<file path="config.mk">
export PLATFORM = sky130hd
export DESIGN_NAME = drive_cmd_arbiter
export DESIGN_NICKNAME = d
export VERILOG_FILES = /design/src/rtl/drive_pkg.sv /design/src/rtl/drive_tick_timer.sv /design/src/rtl/drive_cmd_arbiter.sv
export SDC_FILE = /design/constraint.sdc
export NUM_CORES = 1
export LEC_CHECK = 0
export CORE_UTILIZATION = 58
export CTS_CLUSTER_DIAMETER = 150
export DETAILED_ROUTE_END_ITERATION = 10
export PLACE_DENSITY = 0.79
export SLEW_MARGIN = 20
export SYNTH_ARGS = -nofsm -noshare
export SYNTH_HDL_FRONTEND = slang
export SYNTH_HIERARCHICAL = 1
export SYNTH_SLANG_ARGS = --single-unit
</file>
<file path="constraint.sdc">
create_clock -name clk -period 5 [get_ports clk]
set_input_delay 1 -clock clk [delete_from_list [all_inputs] [get_ports clk]]
set_output_delay 1 -clock clk [all_outputs]
set_load 0.02 [all_outputs]
</file>
<file path="src/rtl/drive_pkg.sv">
// -----------------------------------------------------------------------------
// drive_pkg
//   Shared definitions for the drive command arbiter:
//     - one-hot command constants (FWD/BACK/LEFT/RIGHT/STOP)
//     - arbiter state encoding
//     - motor control bundle and the command -> motor mapping
//     - one-hot check used to reject malformed commands
// -----------------------------------------------------------------------------
package drive_pkg;

    localparam int unsigned CMD_W = 5;

    localparam logic [CMD_W-1:0] CMD_FWD   = 5'b00001;
    localparam logic [CMD_W-1:0] CMD_BACK  = 5'b00010;
    localparam logic [CMD_W-1:0] CMD_LEFT  = 5'b00100;
    localparam logic [CMD_W-1:0] CMD_RIGHT = 5'b01000;
    localparam logic [CMD_W-1:0] CMD_STOP  = 5'b10000;

    typedef enum logic [1:0] {
        ST_IDLE   = 2'd0,
        ST_RUN    = 2'd1,
        ST_DWELL  = 2'd2,
        ST_MANUAL = 2'd3
    } state_e;

    // Enable/direction pair for both motor instances.
    typedef struct packed {
        logic m0_ena;
        logic m0_dir;
        logic m1_ena;
        logic m1_dir;
    } motor_t;

    // Turning is done by running the two motors in opposite directions.
    function automatic motor_t cmd_to_motor(input logic [CMD_W-1:0] cmd);
        motor_t m;
        m = '0;
        case (cmd)
            CMD_FWD:   begin m.m0_ena = 1'b1; m.m0_dir = 1'b1; m.m1_ena = 1'b1; m.m1_dir = 1'b1; end
            CMD_BACK:  begin m.m0_ena = 1'b1; m.m0_dir = 1'b0; m.m1_ena = 1'b1; m.m1_dir = 1'b0; end
            CMD_LEFT:  begin m.m0_ena = 1'b1; m.m0_dir = 1'b0; m.m1_ena = 1'b1; m.m1_dir = 1'b1; end
            CMD_RIGHT: begin m.m0_ena = 1'b1; m.m0_dir = 1'b1; m.m1_ena = 1'b1; m.m1_dir = 1'b0; end
            default:   m = '0;
        endcase
        return m;
    endfunction

    function automatic logic is_onehot5(input logic [CMD_W-1:0] v);
        logic [2:0] ones;
        ones = 3'd0;
        for (int i = 0; i < CMD_W; i++) begin
            ones = ones + {2'b00, v[i]};
        end
        return (ones == 3'd1);
    endfunction

endpackage

</file>
<file path="src/rtl/drive_tick_timer.sv">
// -----------------------------------------------------------------------------
// drive_tick_timer
//   Saturating up-counter with synchronous clear and a terminal flag.
//   last_o is high while the count sits at LIMIT-1 or above, so a caller that
//   clears the counter on entry to a state and leaves on last_o spends exactly
//   LIMIT cycles in that state. LIMIT = 0 makes last_o permanently high.
// Ports
//   clk    in  control clock
//   rst_n  in  asynchronous active-low reset
//   clr_i  in  clear count to zero (wins over en_i)
//   en_i   in  count one tick (saturates at LIMIT)
//   last_o out terminal flag
// -----------------------------------------------------------------------------
module drive_tick_timer #(
    parameter  int unsigned LIMIT = 4,
    localparam int unsigned W     = (LIMIT < 1) ? 1 : $clog2(LIMIT + 1)
) (
    input  logic clk,
    input  logic rst_n,
    input  logic clr_i,
    input  logic en_i,
    output logic last_o
);

    localparam int unsigned LAST = (LIMIT == 0) ? 0 : LIMIT - 1;

    logic [W-1:0] count_q;

    always_ff @(posedge clk or negedge rst_n) begin
        if (!rst_n) begin
            count_q <= '0;
        end else if (clr_i) begin
            count_q <= '0;
        end else if (en_i && (count_q != W'(LIMIT))) begin
            count_q <= count_q + 1'b1;
        end
    end

    assign last_o = (LIMIT == 0) || (count_q >= W'(LAST));

endmodule

</file>
<file path="src/rtl/drive_cmd_arbiter.sv">
// -----------------------------------------------------------------------------
// drive_cmd_arbiter
//   Arbitrates drive commands from the tone decoder, the host link and the two
//   manual keys, and drives enable/direction of both motors. A direction change
//   always passes through a stopped dwell; a watchdog stops the motors when no
//   command refreshes a running motion.
// Ports
//   clk, rst_n            control clock, asynchronous active-low reset
//   tone_valid/tone_cmd   one-cycle strobe with one-hot command
//   host_valid/host_cmd   held-until-accepted host command
//   host_ready            host command accepted on host_valid & host_ready
//   key_n[1:0]            raw active-low manual keys (motor0, motor1)
//   m0_ena/m0_dir         motor0 control
//   m1_ena/m1_dir         motor1 control
//   cur_cmd               command being applied (STOP outside RUN)
//   busy                  high during the dwell
//   timeout               one-cycle pulse on watchdog stop
//   cmd_err               one-cycle pulse on a non-one-hot command
// -----------------------------------------------------------------------------
module drive_cmd_arbiter
    import drive_pkg::*;
#(
    parameter int unsigned DWELL_TICKS   = 31250,
    parameter int unsigned TIMEOUT_TICKS = 312500
) (
    input  logic             clk,
    input  logic             rst_n,
    input  logic             tone_valid,
    input  logic [CMD_W-1:0] tone_cmd,
    input  logic             host_valid,
    input  logic [CMD_W-1:0] host_cmd,
    output logic             host_ready,
    input  logic [1:0]       key_n,
    output logic             m0_ena,
    output logic             m0_dir,
    output logic             m1_ena,
    output logic             m1_dir,
    output logic [CMD_W-1:0] cur_cmd,
    output logic             busy,
    output logic             timeout,
    output logic             cmd_err
);

    // ---------------------------------------------------------------- keys
    logic [1:0] key_meta_q;
    logic [1:0] key_sync_q;
    logic [1:0] key_act;

    // Released (high) is the safe reset value so the arbiter never starts in MANUAL.
    always_ff @(posedge clk or negedge rst_n) begin
        if (!rst_n) begin
            key_meta_q <= 2'b11;
            key_sync_q <= 2'b11;
        end else begin
            key_meta_q <= key_n;
            key_sync_q <= key_meta_q;
        end
    end

    assign key_act = ~key_sync_q;

    // ---------------------------------------------------------------- state
    state_e           state_q;
    logic [CMD_W-1:0] cur_cmd_q;
    logic [CMD_W-1:0] pending_q;
    motor_t           motor_q;
    logic             busy_q;
    logic             timeout_q;
    logic             cmd_err_q;
    logic             host_ready_q;

    // ---------------------------------------------------------------- decode
    logic             host_acc;
    logic             tone_ok;
    logic             host_ok;
    logic             cmd_bad;
    logic             cmd_is_stop;
    logic             cmd_vld;
    logic [CMD_W-1:0] cmd_sel;
    logic [CMD_W-1:0] dwell_next;

    always_comb begin
        host_acc    = host_valid & host_ready_q;
        tone_ok     = tone_valid & is_onehot5(tone_cmd);
        host_ok     = host_acc & is_onehot5(host_cmd);
        cmd_bad     = (tone_valid & ~is_onehot5(tone_cmd)) |
                      (host_acc & ~is_onehot5(host_cmd));
        // STOP from either source wins; otherwise an accepted host command
        // shadows the tone strobe, even if the host command is malformed.
        cmd_is_stop = (tone_ok && (tone_cmd == CMD_STOP)) ||
                      (host_ok && (host_cmd == CMD_STOP));
        cmd_vld     = cmd_is_stop | (host_acc ? host_ok : tone_ok);
        if (cmd_is_stop) begin
            cmd_sel = CMD_STOP;
        end else if (host_acc) begin
            cmd_sel = host_cmd;
        end else begin
            cmd_sel = tone_cmd;
        end
        dwell_next = cmd_vld ? cmd_sel : pending_q;
    end

    // ---------------------------------------------------------------- timers
    logic dwell_last;
    logic wd_last;
    logic wd_expire;
    logic wd_clr;

    // Both counters sit cleared outside their state, so entry starts at zero.
    drive_tick_timer #(.LIMIT(DWELL_TICKS)) u_dwell_timer (
        .clk    (clk),
        .rst_n  (rst_n),
        .clr_i  (state_q != ST_DWELL),
        .en_i   (state_q == ST_DWELL),
        .last_o (dwell_last)
    );

    assign wd_clr = (state_q != ST_RUN) || (cmd_vld && (cmd_sel == cur_cmd_q));

    drive_tick_timer #(.LIMIT(TIMEOUT_TICKS)) u_wd_timer (
        .clk    (clk),
        .rst_n  (rst_n),
        .clr_i  (wd_clr),
        .en_i   (state_q == ST_RUN),
        .last_o (wd_last)
    );

    assign wd_expire = (TIMEOUT_TICKS != 0) && wd_last;

    // ---------------------------------------------------------------- FSM
    always_ff @(posedge clk or negedge rst_n) begin
        if (!rst_n) begin
            state_q      <= ST_IDLE;
            cur_cmd_q    <= CMD_STOP;
            pending_q    <= CMD_STOP;
            motor_q      <= '0;
            busy_q       <= 1'b0;
            timeout_q    <= 1'b0;
            cmd_err_q    <= 1'b0;
            host_ready_q <= 1'b0;
        end else begin
            timeout_q    <= 1'b0;
            cmd_err_q    <= cmd_bad;
            host_ready_q <= 1'b1;
            busy_q       <= 1'b0;
            if (|key_act) begin
                state_q        <= ST_MANUAL;
                cur_cmd_q      <= CMD_STOP;
                pending_q      <= CMD_STOP;
                motor_q.m0_ena <= key_act[0];
                motor_q.m0_dir <= 1'b1;
                motor_q.m1_ena <= key_act[1];
                motor_q.m1_dir <= 1'b1;
                host_ready_q   <= 1'b0;
            end else begin
                case (state_q)
                    ST_IDLE: begin
                        if (cmd_vld && !cmd_is_stop) begin
                            state_q   <= ST_RUN;
                            cur_cmd_q <= cmd_sel;
                            motor_q   <= cmd_to_motor(cmd_sel);
                        end
                    end
                    ST_RUN: begin
                        if (cmd_vld) begin
                            if (cmd_is_stop) begin
                                state_q   <= ST_IDLE;
                                cur_cmd_q <= CMD_STOP;
                                motor_q   <= '0;
                            end else if (cmd_sel != cur_cmd_q) begin
                                state_q   <= ST_DWELL;
                                pending_q <= cmd_sel;
                                cur_cmd_q <= CMD_STOP;
                                motor_q   <= '0;
                                busy_q    <= 1'b1;
                            end
                        end else if (wd_expire) begin
                            state_q   <= ST_IDLE;
                            cur_cmd_q <= CMD_STOP;
                            motor_q   <= '0;
                            timeout_q <= 1'b1;
                        end
                    end
                    ST_DWELL: begin
                        if (cmd_vld && cmd_is_stop) begin
                            state_q   <= ST_IDLE;
                            pending_q <= CMD_STOP;
                        end else if (dwell_last) begin
                            // A command arriving in the final dwell cycle is honoured.
                            state_q   <= ST_RUN;
                            cur_cmd_q <= dwell_next;
                            motor_q   <= cmd_to_motor(dwell_next);
                            pending_q <= CMD_STOP;
                        end else begin
                            pending_q <= dwell_next;
                            busy_q    <= 1'b1;
                        end
                    end
                    ST_MANUAL: begin
                        // Keys released: stop, never resume the prior command.
                        state_q   <= ST_IDLE;
                        cur_cmd_q <= CMD_STOP;
                        motor_q   <= '0;
                    end
                    default: begin
                        state_q   <= ST_IDLE;
                        cur_cmd_q <= CMD_STOP;
                        motor_q   <= '0;
                    end
                endcase
            end
        end
    end

    assign m0_ena     = motor_q.m0_ena;
    assign m0_dir     = motor_q.m0_dir;
    assign m1_ena     = motor_q.m1_ena;
    assign m1_dir     = motor_q.m1_dir;
    assign cur_cmd    = cur_cmd_q;
    assign busy       = busy_q;
    assign timeout    = timeout_q;
    assign cmd_err    = cmd_err_q;
    assign host_ready = host_ready_q;

endmodule

</file>
==> summary.txt <==
Run status
  • Status: complete, but fails checks
  • Failing checks: DRC

STA
  • Worst hold slack: 0.358 ns
  • Fmax: 205 MHz
  • Final hold violation count: 0
  • # setup viols final: 0
  • Max Slew Vio Count: 0
  • Fin crit period: 4.88 ns
  • Unrepaired setup endpoints after global routing: no
  • Max transition margin: 0.410
  • Fin crit share: 0.977
  • Slew @ Worst Pin: 0.877 ns
  • Fin Clk Skew: 0.0114 ns
  • Worst Slack Setup Final: 0.115 ns

Floorplan
  • FP Rows: 29
  • Starting density of the core: 0.614
  • Die ar.: 7210 sq um
  • Core Area: 6490 sq um
  • Number of I/O pins: 29
  • Die width: 84.9 microns
  • Die height: 84.9 microns

Critical path
  • CP max FO: 5
  • Startpoint types: input port
  • Crit end category: flip-flop
  • CP cell instances: clkdlybuf4s50_1 > inv_1 > fa_1 > fa_1 > inv_1 > ha_1 > or4b_4 > or3_1 > a211o_1 > a32o_1 > or2_4 > o21ai_2 > buf_4 > nor2_1 > mux2_2
  • Crit path required time: 5.22 ns
  • CP peak stage delay: 0.56 ns
  • Worst path slowest cell: or4b_4
  • WP data arrival: 5.10 ns
  • Worst Path Class, Setup: input port to flip-flop

Clock tree
  • Clock Sinks: 58
  • Skew-Pair Late Insertion Delay: 0.34 ns
  • Root buffer cell: clkbuf_8
  • Num CTS Buffers: 9
  • Clock slew seen by the registers of the worst setup and hold paths: 0.06 ns
  • Clk buf depth: 2
  • Max H-tree Level: 3
  • CTS tree: yes

Yosys
  • Post-synthesis sequential element count: 58
  • Largest cells by area after synthesis: dfrtp_1, ha_1, dfstp_2
  • Number of library cell types mapped by synthesis: 71
  • Post-synth top cells: dfrtp_1, nor2_1, nand2_1
  • Synth area leader: dfrtp_1
  • Simple-gate share of the synthesized area: 0.271
  • Synthesized Nets: 473
  • Mapped Cells: 439
  • Ys Warns: 6
  • Post-synth EDFFs: 0
  • Count leader, synth: dfrtp_1
  • Fraction of registers with async set/reset: 1.00
  • Adder-cell area share of the yosys netlist: 0.0640
  • Post-synthesis mux area share: 0.0336
  • Synthesized cell area: 3990 sq um
  • Mapped Avg Cell Area: 9.09 sq um
  • Top-area cell type share of the netlist area: 0.326
  • Synth Area in XOR/XNOR: 0.0549
  • Main combinational cell family by area after synthesis: simple AND/OR/NAND/NOR gates
  • Post-synth top flop: dfrtp_1
  • Register area share after synthesis: 0.366
  • Compound-gate portion of the synthesized area: 0.160

Layout
  • Area grow syn2layout: 17.5%
  • Finished Layout Cells: 569
  • Filler Cell Count: 482
  • Layout cells sized above 1: 0.150
  • ANT cells: 0
  • Final core occ: 0.722
  • Design area: 4690 sq um
  • # nets final: 521

Detailed routing
  • Vias/cell: 6.35
  • Routed wire length: 9.83 mm
  • 1st-pass router iterations: 8
  • # DRC: 2
  • Per-cell routed wire length: 17.3 microns
  • Post-DRT Antenna Nets: 0
  • Iteration-0 DRC Markers: 246
  • DR vias: 3613

Placement
  • IO Port Bufs: 28
  • Final HPWL DP: 6.98 mm
  • Placed cells: 550
  • GPL Wtd Cong: 0.942
  • Placed Area: 4440 sq um
  • Place WS: -0.194 ns

Global route
  • Pin count of the biggest net entering global routing: 59
  • GRT Total Usage: 0.291
  • Global-route wire length before repair: 16.6 mm
  • Initial antenna violation count: 0
  • Vias in the first global route: 3565
  • Total grt overflow: 0

Power and ir drop
  • Power density over the cells: 251 nW/um^2
  • VDD IR max: 0.162 mV
  • Static Leak: 1.99 nW

Worst hold path
  • Worst Hold Class: flip-flop to flip-flop

Job
  • Maxcap violations: 0
## what timing repair did
| action | CTS | global route |
|---|---|---|
| hold buffers | 0 | 0 |
| buffers inserted | 0 | 1 |
| endpoints found under the setup margin | 0 | 26 |
| endpoints found under the hold margin | 0 | 0 |
| resized for setup | 0 | 7 |
## report_power, final
| group | internal [mW] | switching, mW | total (mW) |
|---|---|---|---|
| registers | 0.483 | 0.0101 | 0.493 |
| clock network | 0.256 | 0.184 | 0.440 |
| logic | 0.104 | 0.141 | 0.245 |
| total | 0.844 | 0.335 | 1.18 |
## per-layer routing
layer	global-route usage	up-vias	part of all wire
met1	0.399	1750	0.46
met3	0.0632	20	0.063
met2	0.455	138	0.46
met4	0.108	0	0.017
met5	0	-	0
li1	-	1705	-
## cells by family after synthesis
| kind of cell | count (synthesis) |
|---|---|
| flops | 58 |
| fa+ha+maj | 18 |
| simple gates | 188 |
| buf+inv | 45 |
| compound gates | 92 |
| mux | 13 |
| xor+xnor | 25 |
## critical path, delay by kind of cell
| family | cells | cell delay, ns |
|---|---|---|
| adder cells (fa/ha/maj) | 3 | 1.12 |
| buffers and inverters | 4 | 0.77 |
| AO/OA/AOI/OAI | 3 | 0.67 |
| AND/OR/NAND/NOR | 4 | 1.25 |
| multiplexers | 1 | 0.27 |
## sequential cells by signal, indices dropped and copies added (netlist names)
name	flops
key_meta_q	2
cmd_err	1
key_sync_q	2
host_ready	1
m0_dir	1
cur_cmd	5
u_dwell_timer/count_q	15
u_wd_timer/count_q	19
pending_q	5
m1_dir	1
timeout	1
state_q	2
m0_ena	1
busy	1
m1_ena	1
## cell type report
type                            count  area, sq um  share of cell area
Inverter                           26         97.6              0.0208
Tap cell                           77         96.3              0.0205
Clock buffer                       13          159              0.0339
Clock inverter                      3         40.0             0.00854
Sequential cell                    58         1460               0.311
Timing Repair Buffer               56          489               0.104
Multi-Input combinational cell    336         2350               0.501
## cell usage in the layout (no fill, tap or decap), drive strengths merged, types with 4 or more instances in the layout
cell type / Yosys / final
dfrtp: 52 / 52
and2: 5 / 5
clkdlybuf4s50: 0 / 27
nand4: 17 / 17
nand3: 19 / 19
and3: 9 / 9
mux2i: 10 / 10
inv: 26 / 26
fa: 4 / 4
nand2: 32 / 32
dfstp: 6 / 6
or3: 16 / 16
ha: 14 / 14
xor2: 18 / 18
or4: 6 / 6
o311ai: 4 / 4
o21ai: 24 / 24
o22ai: 9 / 9
and4: 8 / 8
a21boi: 4 / 4
nor3: 14 / 14
nand2b: 6 / 6
o221ai: 7 / 7
clkbuf: 7 / 13
a21oi: 17 / 17
nor2: 37 / 37
xnor2: 7 / 7
buf: 12 / 28
## final timing paths
kind	start	to	slack, ns	depth (start not counted)
setup / recovery	tone_cmd[0]	u_wd_timer/count_q[0]	0.12	15
hold / removal	key_meta_q[0]	key_sync_q[0]	0.36	0
setup reg to reg	host_ready	u_wd_timer/count_q[0]	1.83	9
hold reg to reg	key_meta_q[0]	key_sync_q[0]	0.36	0
max in group asynchronous	rst_n	m1_dir	3.71	2
min in group asynchronous	rst_n	u_wd_timer/count_q[11]	0.80	2
## stage by stage
step	setup TNS (ns)	power [mW]
6_report	0	1.18
5_1_grt	0	1.24
3_3_place_gp	-0.199	0.729
2_1_floorplan	0	0.643
3_5_place_dp	-2.97	0.737
4_1_cts	0	1.18
Note: power is estimated with default switching activity, not from simulation.
